[config.mk]
export PLATFORM = sky130hd
export DESIGN_NAME = decode_imm_ctrl
export DESIGN_NICKNAME = d
export VERILOG_FILES = /design/src/rtl/decode_imm_ctrl.sv
export SDC_FILE = /design/constraint.sdc
export NUM_CORES = 1
export LEC_CHECK = 0
export BUFFER_PORTS_ARGS = -buffer_cell sky130_fd_sc_hd__buf_2
export CAP_MARGIN = 20
export CELL_PAD_IN_SITES_DETAIL_PLACEMENT = 0
export CELL_PAD_IN_SITES_GLOBAL_PLACEMENT = 1
export CORE_UTILIZATION = 26
export CTS_CLUSTER_DIAMETER = 120
export CTS_CLUSTER_SIZE = 28
export DETAILED_ROUTE_END_ITERATION = 6
export PLACE_DENSITY = 0.81
export SETUP_SLACK_MARGIN = 0.4
export SLEW_MARGIN = 20
export SYNTH_ARGS = -nofsm -noshare
export SYNTH_HDL_FRONTEND = slang
export SYNTH_SLANG_ARGS = --single-unit
[constraint.sdc]
create_clock -name clk -period 1.8 [get_ports clk]
set_input_delay 0.27 -clock clk [delete_from_list [all_inputs] [get_ports clk]]
set_output_delay 0.27 -clock clk [all_outputs]
set_load 0.05 [all_outputs]
[src/rtl/decode_imm_ctrl.sv]
// decode_imm_ctrl: single-stage RV32I decode front end.
// Registers each fetched instruction and its PC behind a valid/ready handshake.
// Decodes the opcode into a one-hot immediate select for an external generator
// and qualifies the returned immediate. Holds the front end after a SYSTEM
// instruction is handed off until resume. Counts back-pressure stall cycles.
module decode_imm_ctrl #(
  parameter int PC_W  = 32,
  parameter int CNT_W = 16
) (
  input  logic              clk,
  input  logic              rst,
  input  logic              if_valid,
  output logic              if_ready,
  input  logic [31:0]       if_instr,
  input  logic [PC_W-1:0]   if_pc,
  input  logic              flush,
  input  logic              resume,
  output logic [31:0]       gen_instr,
  output logic [4:0]        gen_sel,
  input  logic [31:0]       gen_imm,
  output logic              id_valid,
  input  logic              id_ready,
  output logic [31:0]       id_instr,
  output logic [PC_W-1:0]   id_pc,
  output logic [31:0]       id_imm,
  output logic [4:0]        id_imm_sel,
  output logic              id_illegal,
  output logic              hold,
  output logic [CNT_W-1:0]  stall_cnt
);

  typedef enum logic {
    ST_RUN  = 1'b0,
    ST_HOLD = 1'b1
  } state_e;

  localparam logic [6:0] OPC_SYSTEM = 7'b1110011;

  // One-hot immediate select encodings: bit0 I, bit1 U, bit2 S, bit3 B, bit4 J
  localparam logic [4:0] SEL_NONE = 5'b00000;
  localparam logic [4:0] SEL_I    = 5'b00001;
  localparam logic [4:0] SEL_U    = 5'b00010;
  localparam logic [4:0] SEL_S    = 5'b00100;
  localparam logic [4:0] SEL_B    = 5'b01000;
  localparam logic [4:0] SEL_J    = 5'b10000;

  state_e           state_q, state_d;
  logic             valid_q, valid_d;
  logic [31:0]      instr_q, instr_d;
  logic [PC_W-1:0]  pc_q, pc_d;
  logic [4:0]       sel_q, sel_d;
  logic             illegal_q, illegal_d;
  logic [CNT_W-1:0] stall_cnt_q, stall_cnt_d;

  logic [4:0]       dec_sel;
  logic             dec_illegal;
  logic             held_system;
  logic             accept;
  logic             handoff;

  // Decode the opcode of the instruction currently offered by fetch
  always_comb begin
    // NOTE: every signal written here gets a default first, so no path can
    // leave it unassigned and infer a latch.
    dec_sel     = SEL_NONE;
    dec_illegal = 1'b0;
    case (if_instr[6:0])
      7'b0010011, 7'b0000011, 7'b1100111,
      7'b1110011, 7'b0001111:               dec_sel = SEL_I;
      7'b0110111, 7'b0010111:               dec_sel = SEL_U;
      7'b0100011:                           dec_sel = SEL_S;
      7'b1100011:                           dec_sel = SEL_B;
      7'b1101111:                           dec_sel = SEL_J;
      7'b0110011:                           dec_sel = SEL_NONE;
      default:                              dec_illegal = 1'b1;
    endcase
  end

  // A held SYSTEM instruction blocks acceptance in its hand-off cycle
  assign held_system = valid_q && (instr_q[6:0] == OPC_SYSTEM);
  assign if_ready    = !rst && !flush && (state_q == ST_RUN)
                       && (!valid_q || id_ready) && !held_system;
  assign id_valid    = valid_q && !rst;
  assign accept      = if_valid && if_ready;
  assign handoff     = id_valid && id_ready;

  // Next-state logic for the pipeline register and the RUN/HOLD sequencer
  always_comb begin
    state_d   = state_q;
    valid_d   = valid_q;
    instr_d   = instr_q;
    pc_d      = pc_q;
    sel_d     = sel_q;
    illegal_d = illegal_q;
    if (flush) begin
      state_d = ST_RUN;
      valid_d = 1'b0;
      instr_d = '0;
      pc_d    = '0;
      sel_d   = SEL_NONE;
    end else begin
      case (state_q)
        ST_RUN: begin
          if (accept) begin
            valid_d   = 1'b1;
            instr_d   = if_instr;
            pc_d      = if_pc;
            sel_d     = dec_sel;
            illegal_d = dec_illegal;
          end else if (handoff) begin
            valid_d = 1'b0;
            if (held_system) state_d = ST_HOLD;
          end
        end
        ST_HOLD: begin
          valid_d = 1'b0;
          if (resume) state_d = ST_RUN;
        end
        default: state_d = ST_RUN;
      endcase
    end
  end

  // Saturating count of cycles where downstream refuses a valid instruction
  always_comb begin
    stall_cnt_d = stall_cnt_q;
    if (id_valid && !id_ready && (stall_cnt_q != {CNT_W{1'b1}}))
      stall_cnt_d = stall_cnt_q + 1'b1;
  end

  // State registers with synchronous reset
  always_ff @(posedge clk) begin
    // NOTE: sequential state uses non-blocking assignments so every flop
    // samples the pre-edge values regardless of statement order.
    if (rst) begin
      state_q     <= ST_RUN;
      valid_q     <= 1'b0;
      instr_q     <= '0;
      pc_q        <= '0;
      sel_q       <= SEL_NONE;
      illegal_q   <= 1'b0;
      stall_cnt_q <= '0;
    end else begin
      state_q     <= state_d;
      valid_q     <= valid_d;
      instr_q     <= instr_d;
      pc_q        <= pc_d;
      sel_q       <= sel_d;
      illegal_q   <= illegal_d;
      stall_cnt_q <= stall_cnt_d;
    end
  end

  assign gen_instr  = instr_q;
  assign gen_sel    = sel_q;
  // R-type and illegal opcodes carry no immediate; suppress the generator's
  // default output for them.
  assign id_imm     = (sel_q != SEL_NONE) ? gen_imm : 32'h0;
  assign id_instr   = instr_q;
  assign id_pc      = pc_q;
  assign id_imm_sel = sel_q;
  assign id_illegal = illegal_q;
  assign hold       = (state_q == ST_HOLD);
  assign stall_cnt  = stall_cnt_q;

endmodule

==> results_dict.tcl, run 1 <==
set metrics [dict create \
    final_common_cell "buf_2" \
    gp_congestion 0.7390 \
    clock-sinks 88 \
    wl_mm 16.46 \
    crit_required_ps 1530 \
    crit_type "reg2out" \
    p_leak_nw 3.807 \
    netlist_area_um2 4073 \
    crit_chain "or4_4, nor2_4, buf_6, buf_16, buf_6, nor2b_2, buf_6" \
    multi_input_area_um2 3294 \
    tritoncts "built" \
    drv_cap 0 \
    final.setup.tns_ps -11060 \
    yosysSeqAreaShare_pct 43.26 \
    grt_pass1_wl_mm 23.91 \
    crit_fanout 7 \
    cts_max_level 3 \
    cp-end-kind "primary output" \
    synth_ff_type "dfxtp_1" \
    hold_viol 0 \
    relSlewSlack_pct 38.94 \
    die_h_um 127.2 \
    initial_core_util_pct 26.69 \
    postCtsHoldBufs 0 \
    cts_root_buffer "clkbuf_16" \
    violations "setup timing" \
    pwr_density_cell_nw_per_um2 524.3 \
    status "complete, but fails checks" \
    clk_latency_ps 340 \
    postSynthCellCount 512 \
    core.rowCount 45 \
    slowest_stage "or4_4" \
    arrival_ps 1910 \
    ant_nets 0 \
    nFillCells 1294 \
    dpl.hpwl_mm 9.329 \
    vias 4797 \
    dieArea_um2 16170 \
    grt_max_degree 72 \
    cpPeakStageDelay_ps 540 \
    path_common_cell "buf_6" \
    drive_gt1_share_pct 80.34 \
    clk_pin_slew_ps 60 \
    drt-vias-per-instance 4.648 \
    first_pass_iters 4 \
    ir_worst_vdd_mv 0.3521 \
    numCtsBuffers 9 \
    r2r_slack_ps 130 \
    wire_per_inst_um 15.95 \
    r2r-start "hold" \
    setup_viol 32 \
    yosys_warnings 0 \
    dieWidth_um 127.2 \
    period_share_pct 121.4 \
    rsz0062_at_grt "true" \
    final_cell_mix "buf_2, nand2_4, a21oi_2" \
    ios 260 \
    grt_usage_pct 19.20 \
    port_buffers 259 \
    overflow 0 \
    fin_nets 917 \
    synth.avg_cell_area_um2 7.954 \
    final-seq-area_um2 1862 \
    cp-start-kind "flop" \
    max_freq_ghz 0.4578 \
    grt_pass1_vias 4653 \
    critPathTopFamily "simple AND/OR/NAND/NOR gates" \
    placeableCoreArea_um2 15260 \
    worst_pin_slew_ps 892.8 \
    fin_crit_ps 2184 \
    synth-edff-count 0 \
    hold_ws_ps 165.6 \
    ys_ff_latch 88 \
    slew_viol_final 0 \
    drc 0 \
    hold_class "in2reg" \
    hold_start "if_pc[15]" \
    drtIter0Drc 174 \
    antenna_found_initial 2 \
    async_flop_share_pct 0 \
    clock_path_buffers 2 \
    dp_slack_ps -62.43 \
    critPathBufInv 4 \
    areaGrowthSynthToFinish_pct 108.4 \
    fin_ws_ps -384.4 \
    crit_start "gen_sel[0]" \
    syn-num-nets 615 \
    synth_cell_types 48 \
    finClkSkew_ps 8.028 \
]
kinds of logic after synthesis:
kind of cell	synth area share [%]
adder cells (fa/ha/maj)	0.3072
multiplexers	0.2765
AO/OA/AOI/OAI	14.96
buffers and inverters	11.46
flip-flops	43.26
AND/OR/NAND/NOR	29.74
final timing paths:
| kind | endpoint | cells after the start |
|---|---|---|
| max | id_imm[4] | 7 |
| min | id_pc[15] | 3 |
| max reg2reg | gen_instr[12] | 7 |
| min reg2reg | id_pc[31] | 2 |
layout make-up:
cell class | instances | area share (%)
Tap cell | 211 | 3.110
Clock buffer | 14 | 2.992
Multi-Input combinational cell | 354 | 38.81
Clock inverter | 2 | 0.1769
Sequential cell | 88 | 21.93
Antenna cell | 2 | 0.05896
Timing Repair Buffer | 356 | 32.69
Inverter | 5 | 0.2211
cells in the mapped netlist, types with 2 or more instances:
cell type    n  area, µm²
nand2_1    144      540.5
dfxtp_1     88       1762
a21oi_1     82      410.4
buf_4       37      277.8
nor2b_1     22      137.6
buf_2       15      75.07
and2b_1     12      90.09
clkbuf_1    12      45.04
or4_1        9      67.56
o21ai_0      8      40.04
nand3_1      7      35.03
o31ai_1      6      45.04
inv_1        5      18.77
nand4_1      5      31.28
nor2_1       5      18.77
buf_6        4      45.04
nor3_1       4      20.02
nand3b_1     3      22.52
nor4b_1      3      26.28
or2_2        3      18.77
or3_1        3      18.77
a211oi_1     2      15.01
and2_1       2      12.51
and3_1       2      12.51
nand2b_1     2      12.51
nor4_1       2      12.51
nor4_2       2      25.02
o211a_1      2      20.02
o41ai_1      2      17.52
metal layers:
| metal | vias up | global-route usage [%] | routed length (µm) |
|---|---|---|---|
| met5 | - | 0 | 0 |
| met4 | 0 | 9.104 | 507 |
| met3 | 34 | 4.523 | 1012 |
| met2 | 179 | 35.23 | 8612 |
| met1 | 2270 | 20.78 | 6325 |
| li1 | 2314 | - | - |
registers in the layout (all words and copies together) (netlist names):
register / count
id_illegal: 1
id_pc: 32
stall_cnt: 16
hold: 1
gen_sel: 5
valid_q: 1
gen_instr: 32
worst reg2reg max path, stage by stage (launching register included):
cell	delay (ps)
dfxtp_4	350
nor4b_4	400
o211ai_1	160
buf_4	180
buf_12	150
buf_12	160
nand2_4	70
a21oi_2	40
report_power, final:
part           internal, mW  switching, mW
clock network         0.981          0.793
logic                 0.305          0.415
registers              1.93         0.0241
metrics by stage:
step | total power, mW | instances | area (µm²) | util, %
4_1_cts | 4.435 | 1013 | 7666 | 50.24
5_1_grt | 4.625 | 1032 | 8488 | 55.63
6_report | 4.451 | 1032 | 8488 | 55.63
2_1_floorplan | 2.261 | 512 | 4373 | -
3_3_place_gp | 2.440 | 945 | 5728 | 37.54
3_5_place_dp | 2.444 | 945 | 5728 | 37.54
what timing repair did:
item	CTS	global route
buffers inserted	36	15
resized for setup	295	162
endpoints found under the hold margin	0	0
pin swaps	140	61
setup endpoints to repair	118	124
cloned	16	2
Power figures use the tool's default switching activity.
==> run 2: changes to the inputs <==
--- a/config.mk
+++ b/config.mk
@@ -5,6 +5,7 @@
 export SDC_FILE = /design/constraint.sdc
 export NUM_CORES = 1
 export LEC_CHECK = 0
+export ABC_AREA = 1
 export BUFFER_PORTS_ARGS = -buffer_cell sky130_fd_sc_hd__buf_2
 export CAP_MARGIN = 20
 export CELL_PAD_IN_SITES_DETAIL_PLACEMENT = 0
@@ -13,9 +14,9 @@
 export CTS_CLUSTER_DIAMETER = 120
 export CTS_CLUSTER_SIZE = 28
 export DETAILED_ROUTE_END_ITERATION = 6
-export PLACE_DENSITY = 0.81
+export PLACE_DENSITY = 0.83
 export SETUP_SLACK_MARGIN = 0.4
-export SLEW_MARGIN = 20
+export SLEW_MARGIN = 10
 export SYNTH_ARGS = -nofsm -noshare
 export SYNTH_HDL_FRONTEND = slang
 export SYNTH_SLANG_ARGS = --single-unit
==> run 2 against run 1 <==
Net effect:
- the flow still finishes with violations (setup timing)
- maximum frequency is 20% higher
- non-clock buffer count down 31
- via count increased by 3.6%
- clock power rose by 8%
- sequential share of layout area increased by 0.076 points
- cell area down 1.4%
- first-iteration DRC count fell by 17%
- combinational power rose by 42%
- total power up 9.8%
- critical path type unchanged
- highest routed layer unchanged
==> results_dict.tcl, run 2 <==
set metrics [dict create \
    status "complete, but fails checks" \
    violations "setup timing" \
    drive_gt1_share_pct 69.83 \
    netlist_area_um2 4223 \
    overflow 0 \
    critPathTopFamily "buffers and inverters" \
    setup_viol 10 \
    placeableCoreArea_um2 15890 \
    dieWidth_um 129.4 \
    yosysTopAreaCell "dfxtp_1" \
    grt_max_degree 33 \
    crit_fanout 8 \
    whs_endpoint "id_pc[16]" \
    syn-num-nets 722 \
    grt_usage_pct 17.70 \
    path_common_cell "nand2_4" \
    crit_required_ps 1530 \
    r2r_slack_ps 100 \
    hold_class "in2reg" \
    arrival_ps 1550 \
    fin_area_um2 8368 \
    antennaDiodeCount 0 \
    worstReg2RegEnd "hold" \
    vias 4970 \
    synth-edff-count 0 \
    wire_per_inst_um 15.23 \
    synth_commonest_cells "nand2_1, dfxtp_1, a21oi_1" \
    cts_root_buffer "clkbuf_16" \
    synth_cell_types 21 \
    grt_pass1_vias 4305 \
    slew_viol_final 0 \
    period_share_pct 101.2 \
    synth.most_common_cell "nand2_1" \
    slowest_stage "dfxtp_4" \
    core.rowCount 46 \
    ir_worst_vdd_mv 0.3968 \
    synth_area_leaders "dfxtp_1, nand2_1, a21oi_1" \
    clk_pin_slew_ps 70 \
    cp-end-kind "primary output" \
    final.setup.tns_ps -113.6 \
    numCtsBuffers 9 \
    nFillCells 1487 \
    hold_ws_ps 163.2 \
    pwr_density_cell_nw_per_um2 584.0 \
    dpl.hpwl_mm 9.490 \
    synth_ff_type "dfxtp_1" \
    clk_latency_ps 350 \
    drv_cap 0 \
    critPathBufInv 3 \
    crit_chain "nor3_4, nand2_4, clkbuf_16, nand2_4, clkinvlp_4, buf_8" \
    yosysSeqAreaShare_pct 41.72 \
    r2r_cells 12 \
    yosys_warnings 0 \
    final_common_cell "buf_2" \
    wl_mm 16.93 \
    drt-vias-per-instance 4.473 \
    rsz0062_at_grt "true" \
    max_freq_ghz 0.5488 \
    grt_pass1_wl_mm 22.48 \
    cts_max_level 3 \
    fin_ws_ps -22.27 \
    finClkSkew_ps 6.560 \
    areaGrowthSynthToFinish_pct 98.16 \
    p_total_mw 4.887 \
    ant_nets 0 \
    first_pass_iters 4 \
    r2r-start "gen_instr[2]" \
    cpPeakStageDelay_ps 350 \
    port_buffers 259 \
    postSynthCellCount 619 \
    worst_pin_slew_ps 545.0 \
    tritoncts "built" \
    ys_ff_latch 88 \
    final_cell_mix "buf_2, nand2_1, nand2_4" \
    dieArea_um2 16750 \
    synth.avg_cell_area_um2 6.822 \
    hold_viol 0 \
    hold_start "if_pc[16]" \
    hold_depth 3 \
    drc 0 \
    clock-sinks 88 \
    initial_core_util_pct 26.58 \
    crit_type "reg2out" \
    clock_path_buffers 2 \
    async_flop_share_pct 0 \
    fin_crit_ps 1822 \
    cp-start-kind "flop" \
    ios 260 \
    fin_nets 993 \
    relSlewSlack_pct 63.61 \
    gp_congestion 0.7699 \
    place_area_um2 5786 \
    die_h_um 129.4 \
    p_leak_nw 4.020 \
    drtIter0Drc 144 \
    antenna_found_initial 0 \
    yosysTopAreaCellShare_pct 41.72 \
]
-- run 2: cell count changes after synthesis, sizes merged, moves of 5 or more --
cell	delta
nand2	+89
nor3	+5
xnor2	+5
nand3	+13
clkbuf	+5
buf	-8
o31ai	-6
inv	+54
nor2	+31
and2b	-12
nor2b	-22
or4	-9
-- run 2: cell type report --
class	count	area, µm²	area share, %
tap	216	270.3	3.230
clock buffer	10	250.2	2.990
multi-input combinational	407	3030	36.21
sequential	88	1842	22.01
inverter	59	345.3	4.127
clock inverter	6	48.80	0.5831
timing repair buffer	325	2581	30.85
-- run 2: layer usage --
metal  track usage [%]  wire [µm]  vias to the layer above
li1                  -          -                     2444
met1             22.19       7093                     2329
met2             29.95       8649                      176
met3             4.005        936                       21
met4             5.882        246                        0
met5                 0          0                        -
-- run 2: stage by stage --
stage / utilization [%] / instances / worst slack, ps
after floorplan: - / 619 / 350.1
after detailed placement: 36.42 / 1041 / 206.0
after CTS: 46.48 / 1093 / -32.43
final: 52.68 / 1111 / -22.27
after global placement: 36.42 / 1041 / 256.6
after global routing: 52.68 / 1111 / -79.07
-- run 2: worst min-delay path: stages --
cell and delay (ps):
buf_2 110, nand2_4 50, a21oi_2 30
-- run 2: worst max path at each step --
stage	slack [ps]	start	end	cells after the start
2_1_floorplan	350	gen_sel[2]	id_imm[10]	5
3_3_place_gp	260	rst	id_pc[23]	9
3_5_place_dp	210	rst	id_pc[26]	9
4_1_cts	-30	gen_sel[2]	id_imm[21]	6
5_1_grt	-80	gen_sel[3]	id_imm[23]	6
6_report	-20	gen_sel[3]	id_imm[3]	6
-- run 2: what timing repair did --
item	in CTS	in global routing
setup endpoints to repair	121	120
gates cloned	12	5
pin swaps	32	54
gates resized for setup	244	178
hold buffers	0	0
buffers inserted	24	13
-- run 2: power by group --
group | internal [mW] | total [mW] | switching [mW]
registers | 1.95 | 1.97 | 0.0191
logic | 0.385 | 1.02 | 0.630
clock network | 1.04 | 1.91 | 0.867
total | 3.37 | 4.89 | 1.52
-- run 2: kinds of logic after synthesis --
logic type                 after synthesis  share of synthesized area, %
AOI/OAI and AO/OA                       94                         11.23
xor gates and xnor gates                 7                         1.452
adders and majority gates                1                        0.2962
buffers and inverters                  125                         16.06
DFF                                     88                         41.72
and+or+nand+nor                        304                         29.24
